$ cat src/rtl/ro_puf_sequencer_pkg.sv
`default_nettype none
// ============================================================================
// Module  : ro_puf_sequencer_pkg
// Brief   : Shared types, widths and default parameters for the RO-PUF sequencer.
// Revision: 1.0 - initial release
// ============================================================================
package ro_puf_sequencer_pkg;

    localparam int CTR_W           = 8;
    localparam int N_BITS_DEF      = 8;
    localparam int SETTLE_CYC_DEF  = 4;
    localparam int TIMEOUT_CYC_DEF = 4095;

    typedef enum logic [2:0] {
        ST_IDLE    = 3'd0,
        ST_SETTLE  = 3'd1,
        ST_RUN     = 3'd2,
        ST_CAPTURE = 3'd3,
        ST_NEXT    = 3'd4,
        ST_DONE    = 3'd5
    } state_t;

    // Bit width needed to index n items; never below one bit.
    function automatic int width_of(input int n);
        return (n > 1) ? $clog2(n) : 1;
    endfunction

endpackage
`default_nettype wire

$ cat src/rtl/ro_puf_sequencer_if.sv
`default_nettype none
// ============================================================================
// Module  : ro_puf_sequencer_if
// Brief   : Request / response handshake between a consumer and the sequencer.
// Revision: 1.0 - initial release
// ============================================================================
interface ro_puf_sequencer_if
    import ro_puf_sequencer_pkg::*;
#(
    parameter int N_BITS = N_BITS_DEF
) ();

    logic              req;
    logic              busy;
    logic [N_BITS-1:0] resp;
    logic              resp_valid;
    logic              resp_ready;
    logic              tie;
    logic              timeout_err;

    // master = consumer issuing requests, slave = sequencer serving them
    modport master (
        output req, resp_ready,
        input  busy, resp, resp_valid, tie, timeout_err
    );

    modport slave (
        input  req, resp_ready,
        output busy, resp, resp_valid, tie, timeout_err
    );

endinterface
`default_nettype wire

$ cat src/rtl/ro_puf_timeout.sv
`default_nettype none
// ============================================================================
// Module  : ro_puf_timeout
// Brief   : Loadable RUN-cycle counter with clear, enable and expiry flag.
// Revision: 1.0 - initial release
// ============================================================================
module ro_puf_timeout
    import ro_puf_sequencer_pkg::*;
#(
    parameter int LIMIT = TIMEOUT_CYC_DEF,
    parameter int WIDTH = width_of(LIMIT + 1)
) (
    input  wire logic             clk,
    input  wire logic             rst_n,
    input  wire logic             i_clr,
    input  wire logic             i_load,
    input  wire logic [WIDTH-1:0] i_load_val,
    input  wire logic             i_en,
    output logic                  o_expired
);

    logic [WIDTH-1:0] r_count;

    // Expiry flags the enabled cycle whose increment brings the count to LIMIT.
    assign o_expired = i_en && (r_count >= WIDTH'(LIMIT - 1));

    always_ff @(posedge clk or negedge rst_n) begin
        if (!rst_n) begin
            r_count <= '0;
        end else if (i_clr) begin
            r_count <= '0;
        end else if (i_load) begin
            r_count <= i_load_val;
        end else if (i_en && (r_count != WIDTH'(LIMIT))) begin
            r_count <= r_count + 1'b1;
        end
    end

endmodule
`default_nettype wire

$ cat src/rtl/ro_puf_sequencer.sv
`default_nettype none
// ============================================================================
// Module  : ro_puf_sequencer
// Brief   : Steps through ring-oscillator pairs, compares counts, builds response.
// Revision: 1.0 - initial release
// ============================================================================
module ro_puf_sequencer
    import ro_puf_sequencer_pkg::*;
#(
    parameter int N_BITS      = N_BITS_DEF,
    parameter int SETTLE_CYC  = SETTLE_CYC_DEF,
    parameter int TIMEOUT_CYC = TIMEOUT_CYC_DEF
) (
    input  wire logic                     clk,
    input  wire logic                     rst_n,
    ro_puf_sequencer_if.slave             if_rsp,
    output logic [width_of(N_BITS)-1:0]   o_ro_sel,
    output logic                          o_ro_en,
    output logic                          o_ctr_start,
    input  wire logic                     i_ctr_done,
    input  wire logic [CTR_W-1:0]         i_ctr_count1,
    input  wire logic [CTR_W-1:0]         i_ctr_count2
);

    localparam int IDX_W = width_of(N_BITS);
    localparam int SET_W = width_of(SETTLE_CYC);
    localparam int TMR_W = width_of(TIMEOUT_CYC + 1);

    state_t            r_state;
    logic [IDX_W-1:0]  r_idx;
    logic [SET_W-1:0]  r_settle;
    logic [N_BITS-1:0] r_resp;
    logic              r_tie;
    logic              r_to;
    logic              r_timed_out;
    logic              r_ro_en;
    logic              r_ctr_start;
    logic              r_busy;
    logic              r_valid;

    logic w_tmr_clr;
    logic w_tmr_en;
    logic w_tmr_expired;

    // Counter is held at zero throughout SETTLE so every RUN starts from zero.
    assign w_tmr_clr = (r_state == ST_SETTLE);
    assign w_tmr_en  = (r_state == ST_RUN);

    ro_puf_timeout #(
        .LIMIT (TIMEOUT_CYC),
        .WIDTH (TMR_W)
    ) u_timeout (
        .clk        (clk),
        .rst_n      (rst_n),
        .i_clr      (w_tmr_clr),
        .i_load     (1'b0),
        .i_load_val ({TMR_W{1'b0}}),
        .i_en       (w_tmr_en),
        .o_expired  (w_tmr_expired)
    );

    always_ff @(posedge clk or negedge rst_n) begin
        if (!rst_n) begin
            r_state     <= ST_IDLE;
            r_idx       <= '0;
            r_settle    <= '0;
            r_resp      <= '0;
            r_tie       <= 1'b0;
            r_to        <= 1'b0;
            r_timed_out <= 1'b0;
            r_ro_en     <= 1'b0;
            r_ctr_start <= 1'b0;
            r_busy      <= 1'b0;
            r_valid     <= 1'b0;
        end else begin
            case (r_state)
                ST_IDLE: begin
                    if (if_rsp.req) begin
                        r_state  <= ST_SETTLE;
                        r_idx    <= '0;
                        r_settle <= '0;
                        r_resp   <= '0;
                        r_tie    <= 1'b0;
                        r_to     <= 1'b0;
                        r_ro_en  <= 1'b1;
                        r_busy   <= 1'b1;
                    end
                end
                ST_SETTLE: begin
                    if (r_settle == SET_W'(SETTLE_CYC - 1)) begin
                        r_state     <= ST_RUN;
                        r_settle    <= '0;
                        r_ctr_start <= 1'b1;
                    end else begin
                        r_settle <= r_settle + 1'b1;
                    end
                end
                ST_RUN: begin
                    // A done flag wins over a coincident timeout.
                    if (i_ctr_done || w_tmr_expired) begin
                        r_state     <= ST_CAPTURE;
                        r_ro_en     <= 1'b0;
                        r_timed_out <= !i_ctr_done;
                    end
                end
                ST_CAPTURE: begin
                    r_state     <= ST_NEXT;
                    r_ctr_start <= 1'b0;
                    if (r_timed_out) begin
                        r_resp[r_idx] <= 1'b0;
                        r_to          <= 1'b1;
                    end else begin
                        r_resp[r_idx] <= (i_ctr_count1 > i_ctr_count2);
                        if (i_ctr_count1 == i_ctr_count2) begin
                            r_tie <= 1'b1;
                        end
                    end
                end
                ST_NEXT: begin
                    if (r_idx == IDX_W'(N_BITS - 1)) begin
                        r_state <= ST_DONE;
                        r_valid <= 1'b1;
                    end else begin
                        r_state <= ST_SETTLE;
                        r_idx   <= r_idx + 1'b1;
                        r_ro_en <= 1'b1;
                    end
                end
                ST_DONE: begin
                    if (if_rsp.resp_ready) begin
                        r_state <= ST_IDLE;
                        r_valid <= 1'b0;
                        r_busy  <= 1'b0;
                    end
                end
                default: begin
                    r_state <= ST_IDLE;
                end
            endcase
        end
    end

    assign o_ro_sel           = r_idx;
    assign o_ro_en            = r_ro_en;
    assign o_ctr_start        = r_ctr_start;
    assign if_rsp.busy        = r_busy;
    assign if_rsp.resp        = r_resp;
    assign if_rsp.resp_valid  = r_valid;
    assign if_rsp.tie         = r_tie;
    assign if_rsp.timeout_err = r_to;

endmodule
`default_nettype wire
$ cat src/flat_wrapper.sv
// flat-port wrapper written by rule: the top's interface ports become plain ports
module ro_puf_sequencer_flat import ro_puf_sequencer_pkg::*;
#(
    parameter int N_BITS      = N_BITS_DEF,
    parameter int SETTLE_CYC  = SETTLE_CYC_DEF,
    parameter int TIMEOUT_CYC = TIMEOUT_CYC_DEF
)
  (clk, rst_n, o_ro_sel, o_ro_en, o_ctr_start, i_ctr_done, i_ctr_count1, i_ctr_count2, if_rsp_req, if_rsp_resp_ready, if_rsp_busy, if_rsp_resp, if_rsp_resp_valid, if_rsp_tie, if_rsp_timeout_err);
  ro_puf_sequencer_if #(.N_BITS(N_BITS)) if_rsp_i ();
  input  wire logic clk;
  input  wire logic rst_n;
  output logic [width_of(N_BITS)-1:0] o_ro_sel;
  output logic o_ro_en;
  output logic o_ctr_start;
  input  wire logic i_ctr_done;
  input  wire logic [CTR_W-1:0] i_ctr_count1;
  input  wire logic [CTR_W-1:0] i_ctr_count2;
  input wire logic [$bits(if_rsp_i.req)-1:0] if_rsp_req;
  input wire logic [$bits(if_rsp_i.resp_ready)-1:0] if_rsp_resp_ready;
  output wire logic [$bits(if_rsp_i.busy)-1:0] if_rsp_busy;
  output wire logic [$bits(if_rsp_i.resp)-1:0] if_rsp_resp;
  output wire logic [$bits(if_rsp_i.resp_valid)-1:0] if_rsp_resp_valid;
  output wire logic [$bits(if_rsp_i.tie)-1:0] if_rsp_tie;
  output wire logic [$bits(if_rsp_i.timeout_err)-1:0] if_rsp_timeout_err;
  assign if_rsp_i.req = if_rsp_req;
  assign if_rsp_i.resp_ready = if_rsp_resp_ready;
  assign if_rsp_busy = if_rsp_i.busy;
  assign if_rsp_resp = if_rsp_i.resp;
  assign if_rsp_resp_valid = if_rsp_i.resp_valid;
  assign if_rsp_tie = if_rsp_i.tie;
  assign if_rsp_timeout_err = if_rsp_i.timeout_err;
  ro_puf_sequencer #(.N_BITS(N_BITS), .SETTLE_CYC(SETTLE_CYC), .TIMEOUT_CYC(TIMEOUT_CYC)) u_core (.clk(clk), .rst_n(rst_n), .if_rsp(if_rsp_i), .o_ro_sel(o_ro_sel), .o_ro_en(o_ro_en), .o_ctr_start(o_ctr_start), .i_ctr_done(i_ctr_done), .i_ctr_count1(i_ctr_count1), .i_ctr_count2(i_ctr_count2));
endmodule
$ cat config.mk
export PLATFORM = sky130hd
export DESIGN_NAME = ro_puf_sequencer_flat
export DESIGN_NICKNAME = d
export VERILOG_FILES = /design/src/rtl/ro_puf_sequencer_pkg.sv /design/src/rtl/ro_puf_sequencer_if.sv /design/src/rtl/ro_puf_timeout.sv /design/src/rtl/ro_puf_sequencer.sv /design/src/flat_wrapper.sv
export SDC_FILE = /design/constraint.sdc
export NUM_CORES = 1
export LEC_CHECK = 0
export CAP_MARGIN = 20
export CELL_PAD_IN_SITES_DETAIL_PLACEMENT = 1
export CELL_PAD_IN_SITES_GLOBAL_PLACEMENT = 1
export CORE_MARGIN = 4
export CORE_UTILIZATION = 42
export CTS_CLUSTER_DIAMETER = 40
export CTS_CLUSTER_SIZE = 16
export DETAILED_ROUTE_END_ITERATION = 8
export PLACE_DENSITY_LB_ADDON = 0.1
export SYNTH_ARGS = -nofsm -noshare
export SYNTH_HDL_FRONTEND = slang
export SYNTH_SLANG_ARGS = --single-unit
$ cat constraint.sdc
create_clock -name clk -period 3.8 [get_ports clk]
set_clock_uncertainty 0.15 [all_clocks]
set_input_delay 0.76 -clock clk [delete_from_list [all_inputs] [get_ports clk]]
set_output_delay 0.76 -clock clk [all_outputs]
set_load 0.01 [all_outputs]
==> flow_summary.ini <==
[grt]
grt.met2_usage = 0.294
busiest_layer = met2
first_global_vias = 1831
grt_use_met1 = 0.254
grt-ovfl-total = 0
met3_usage = 0.0417
track_usage = 0.187
antenna_found_initial = 0
grt_max_degree = 36
grt_pass1_wl_mm = 8.93

[clocking]
cts_hold_buf = 0
cts-root-buf = clkbuf_8
cts_tree = built
clkLatencyLatePin_ns = 0.29
post_cts_buffers = 0
clk_pin_slew_worst_paths_ns = 0.07
clock-sinks = 35
ctsResizeCount = 0
clockBufferDepth = 2
cts_buffers = 5
htreeDepth = 2

[worst_setup_path]
cp-start-kind = input port
crit_slowest_cell = clkdlybuf4s50_1
critPathLaunch = i_ctr_count2[7]
critical_path_class = input port to register
path_cells = clkdlybuf4s50_1 -> inv_1 -> ha_1 -> nand4_1 -> nor2b_1 -> a21boi_0 -> o211ai_1 -> o31ai_1
crit_arrival_ns = 2.58
critPathRequiredTime_ns = 3.85
timing.rr.start = u_core.r_state[0]
cp_max_fo = 4
max_stage_delay_ns = 0.46
end_kind = register

[run_status]
status = finished clean

[synth]
ys_ff_latch = 35
yosysWarnings = 0
synth_area_mm2 = 0.00202
syn_nets = 249
synth_area_per_cell_um2 = 9.42
ys.flop_type = dfrtp_1
synth-async-reset-ratio = 1.00
syn_inst = 215
synthDistinctLibCells = 44
synth_edf_count = 0
ys_seq_area_frac = 0.433

[pwr]
power.leakage_nw = 1.13
vdd_drop_max_v = 0.000406
pwr_density_cell_mw_per_mm2 = 573

[route]
dr_total_vias = 1738
drt_iter0_markers = 60
first_pass_iters = 4
drc = 0
viasPerCell = 5.74
wl_per_cell_um = 16.9
ant_nets = 0
wirelength_mm = 5.13

[timing]
drv_slew = 0
fin_crit_sh = 0.666
setup_tns_ns = 0
period_minus_slack_ns = 2.53
rsz0062_at_grt = no
fmax_mhz = 395
slew_headroom = 0.518
tightest_slew_ns = 0.721
hold_violations = 0
setup_viol = 0
worst_slack_ns = 1.27
whs_ns = 0.342

[placed_design]
hpwlAfterDp_mm = 3.72
finalWeightedCongestion = 0.765
pre_cts_ws_ns = 0.946
numPortBuffers = 37
placedCellCount = 295

[die]
die_area_mm2 = 0.00599
fp.dieW_um = 77.4
core_area_mm2 = 0.00450
die_h_um = 77.4
rows = 24
start_util = 0.449
ios = 38

[finish]
area_growth_pct = 25.3
fillers = 502
num-nets-final = 284
final_cells = 303
n_antenna_cell = 0
utilization = 0.563
drive_gt1_frac = 0.0637

[hold_path]
hp-start = u_core.u_timeout.r_count[8]
holdCritPathClass = register to register

[flow_run]
maxCapViolCount = 0
registers in the layout, indices dropped and copies added (netlist names):
name / cells
u_core.u_timeout.r_count: 12
u_core.if_rsp.resp: 8
u_core.o_ro_sel: 3
u_core.r_state: 3
u_core.r_settle: 2
u_core.if_rsp.busy: 1
u_core.if_rsp.resp_valid: 1
u_core.if_rsp.tie: 1
u_core.if_rsp.timeout_err: 1
u_core.o_ctr_start: 1
u_core.o_ro_en: 1
u_core.r_timed_out: 1
cell usage in the layout (no fill, tap or decap), types with 2 or more instances in the layout:
master           instances
clkbuf_8                 6
o21ai_0                 23
a22o_1                   8
dfrtp_1                 35
clkdlybuf4s50_1         37
nand4_1                  4
nand3_1                  9
o211ai_1                 5
and3_1                   3
nand2b_1                 3
ha_1                    13
nor2b_1                  4
a31oi_1                  5
o31ai_1                  5
a21o_1                   2
and2_1                   2
nor2_1                  17
inv_1                   11
nor3_1                   5
xnor2_1                  3
xor2_1                   2
a21oi_1                 11
nand3b_1                 2
nand2_1                 14
per-stage QoR:
stage	instance area (µm²)	total power [mW]
floorplan	2020	0.904
global placement	2420	1.09
detailed placement	2420	1.10
CTS	2540	1.47
global route	2540	1.57
finish	2540	1.45
Yosys cell counts (2+ instances only):
library cell  number  area (µm²)
xnor2_1            3        26.3
nand2_1           14        52.6
xor2_1             2        17.5
a21o_1             2        15.0
nand3_1            9        45.0
buf_2              3        15.0
inv_1             11        41.3
nand4_1            4        25.0
nor3_1             5        25.0
a22o_1             8        70.1
a31oi_1            5        31.3
a21oi_1           11        55.1
clkbuf_1           6        22.5
nor2_1            17        63.8
and3_1             3        18.8
o31ai_1            5        37.5
nand3b_1           2        15.0
o21ai_0           23         115
dfrtp_1           35         876
and2_1             2        12.5
ha_1              13         163
o211ai_1           5        37.5
nand2b_1           3        18.8
nor2b_1            4        25.0
power by group:
group          switching [mW]  internal, mW  leakage (nW)
clock network           0.146         0.212        0.0612
logic                   0.265         0.237         0.603
registers               0.145         0.447         0.461
total                   0.555         0.897          1.13
final timing paths:
check / slack, ns / cells past startpoint / to
worst max-delay path: 1.27 / 8 / u_core.if_rsp.resp[3]
worst min-delay path: 0.34 / 1 / u_core.u_timeout.r_count[8]
worst max register to register: 1.61 / 5 / u_core.if_rsp.resp[3]
worst min register to register: 0.34 / 1 / u_core.u_timeout.r_count[8]
max in group asynchronous: 2.44 / 2 / u_core.if_rsp.resp[5]
min in group asynchronous: 0.73 / 2 / u_core.r_settle[1]
layout make-up:
class,count,area (µm²),share of cell area
Inverter,11,41.3,0.0163
Sequential cell,35,876,0.345
Tap cell,52,65.1,0.0257
Timing Repair Buffer,38,378,0.149
Clock inverter,2,35.0,0.0138
Multi-Input combinational cell,159,1060,0.417
Clock buffer,6,82.6,0.0326
critical path: cells and delay by family:
kind                       cells  cell delay [ns]
AOI/OAI and AO/OA              3             0.77
buffers and inverters          2             0.50
and+or+nand+nor                2             0.25
adders and majority gates      1             0.30
routing by layer:
metal | vias up | part of all wire
met1 | 850 | 0.50
li1 | 853 | -
met4 | 0 | 0.015
met3 | 7 | 0.027
met5 | - | 0
met2 | 28 | 0.46
logic make-up after synthesis:
kind of cell | after synthesis | share of synthesized area
flip-flops | 35 | 0.433
AO/OA/AOI/OAI | 66 | 0.210
XOR/XNOR | 5 | 0.0216
multiplexers | 1 | 0.00556
buffers and inverters | 21 | 0.0445
AND/OR/NAND/NOR | 74 | 0.206
adder cells (fa/ha/maj) | 13 | 0.0803
Note: power is estimated with default switching activity, not from simulation.
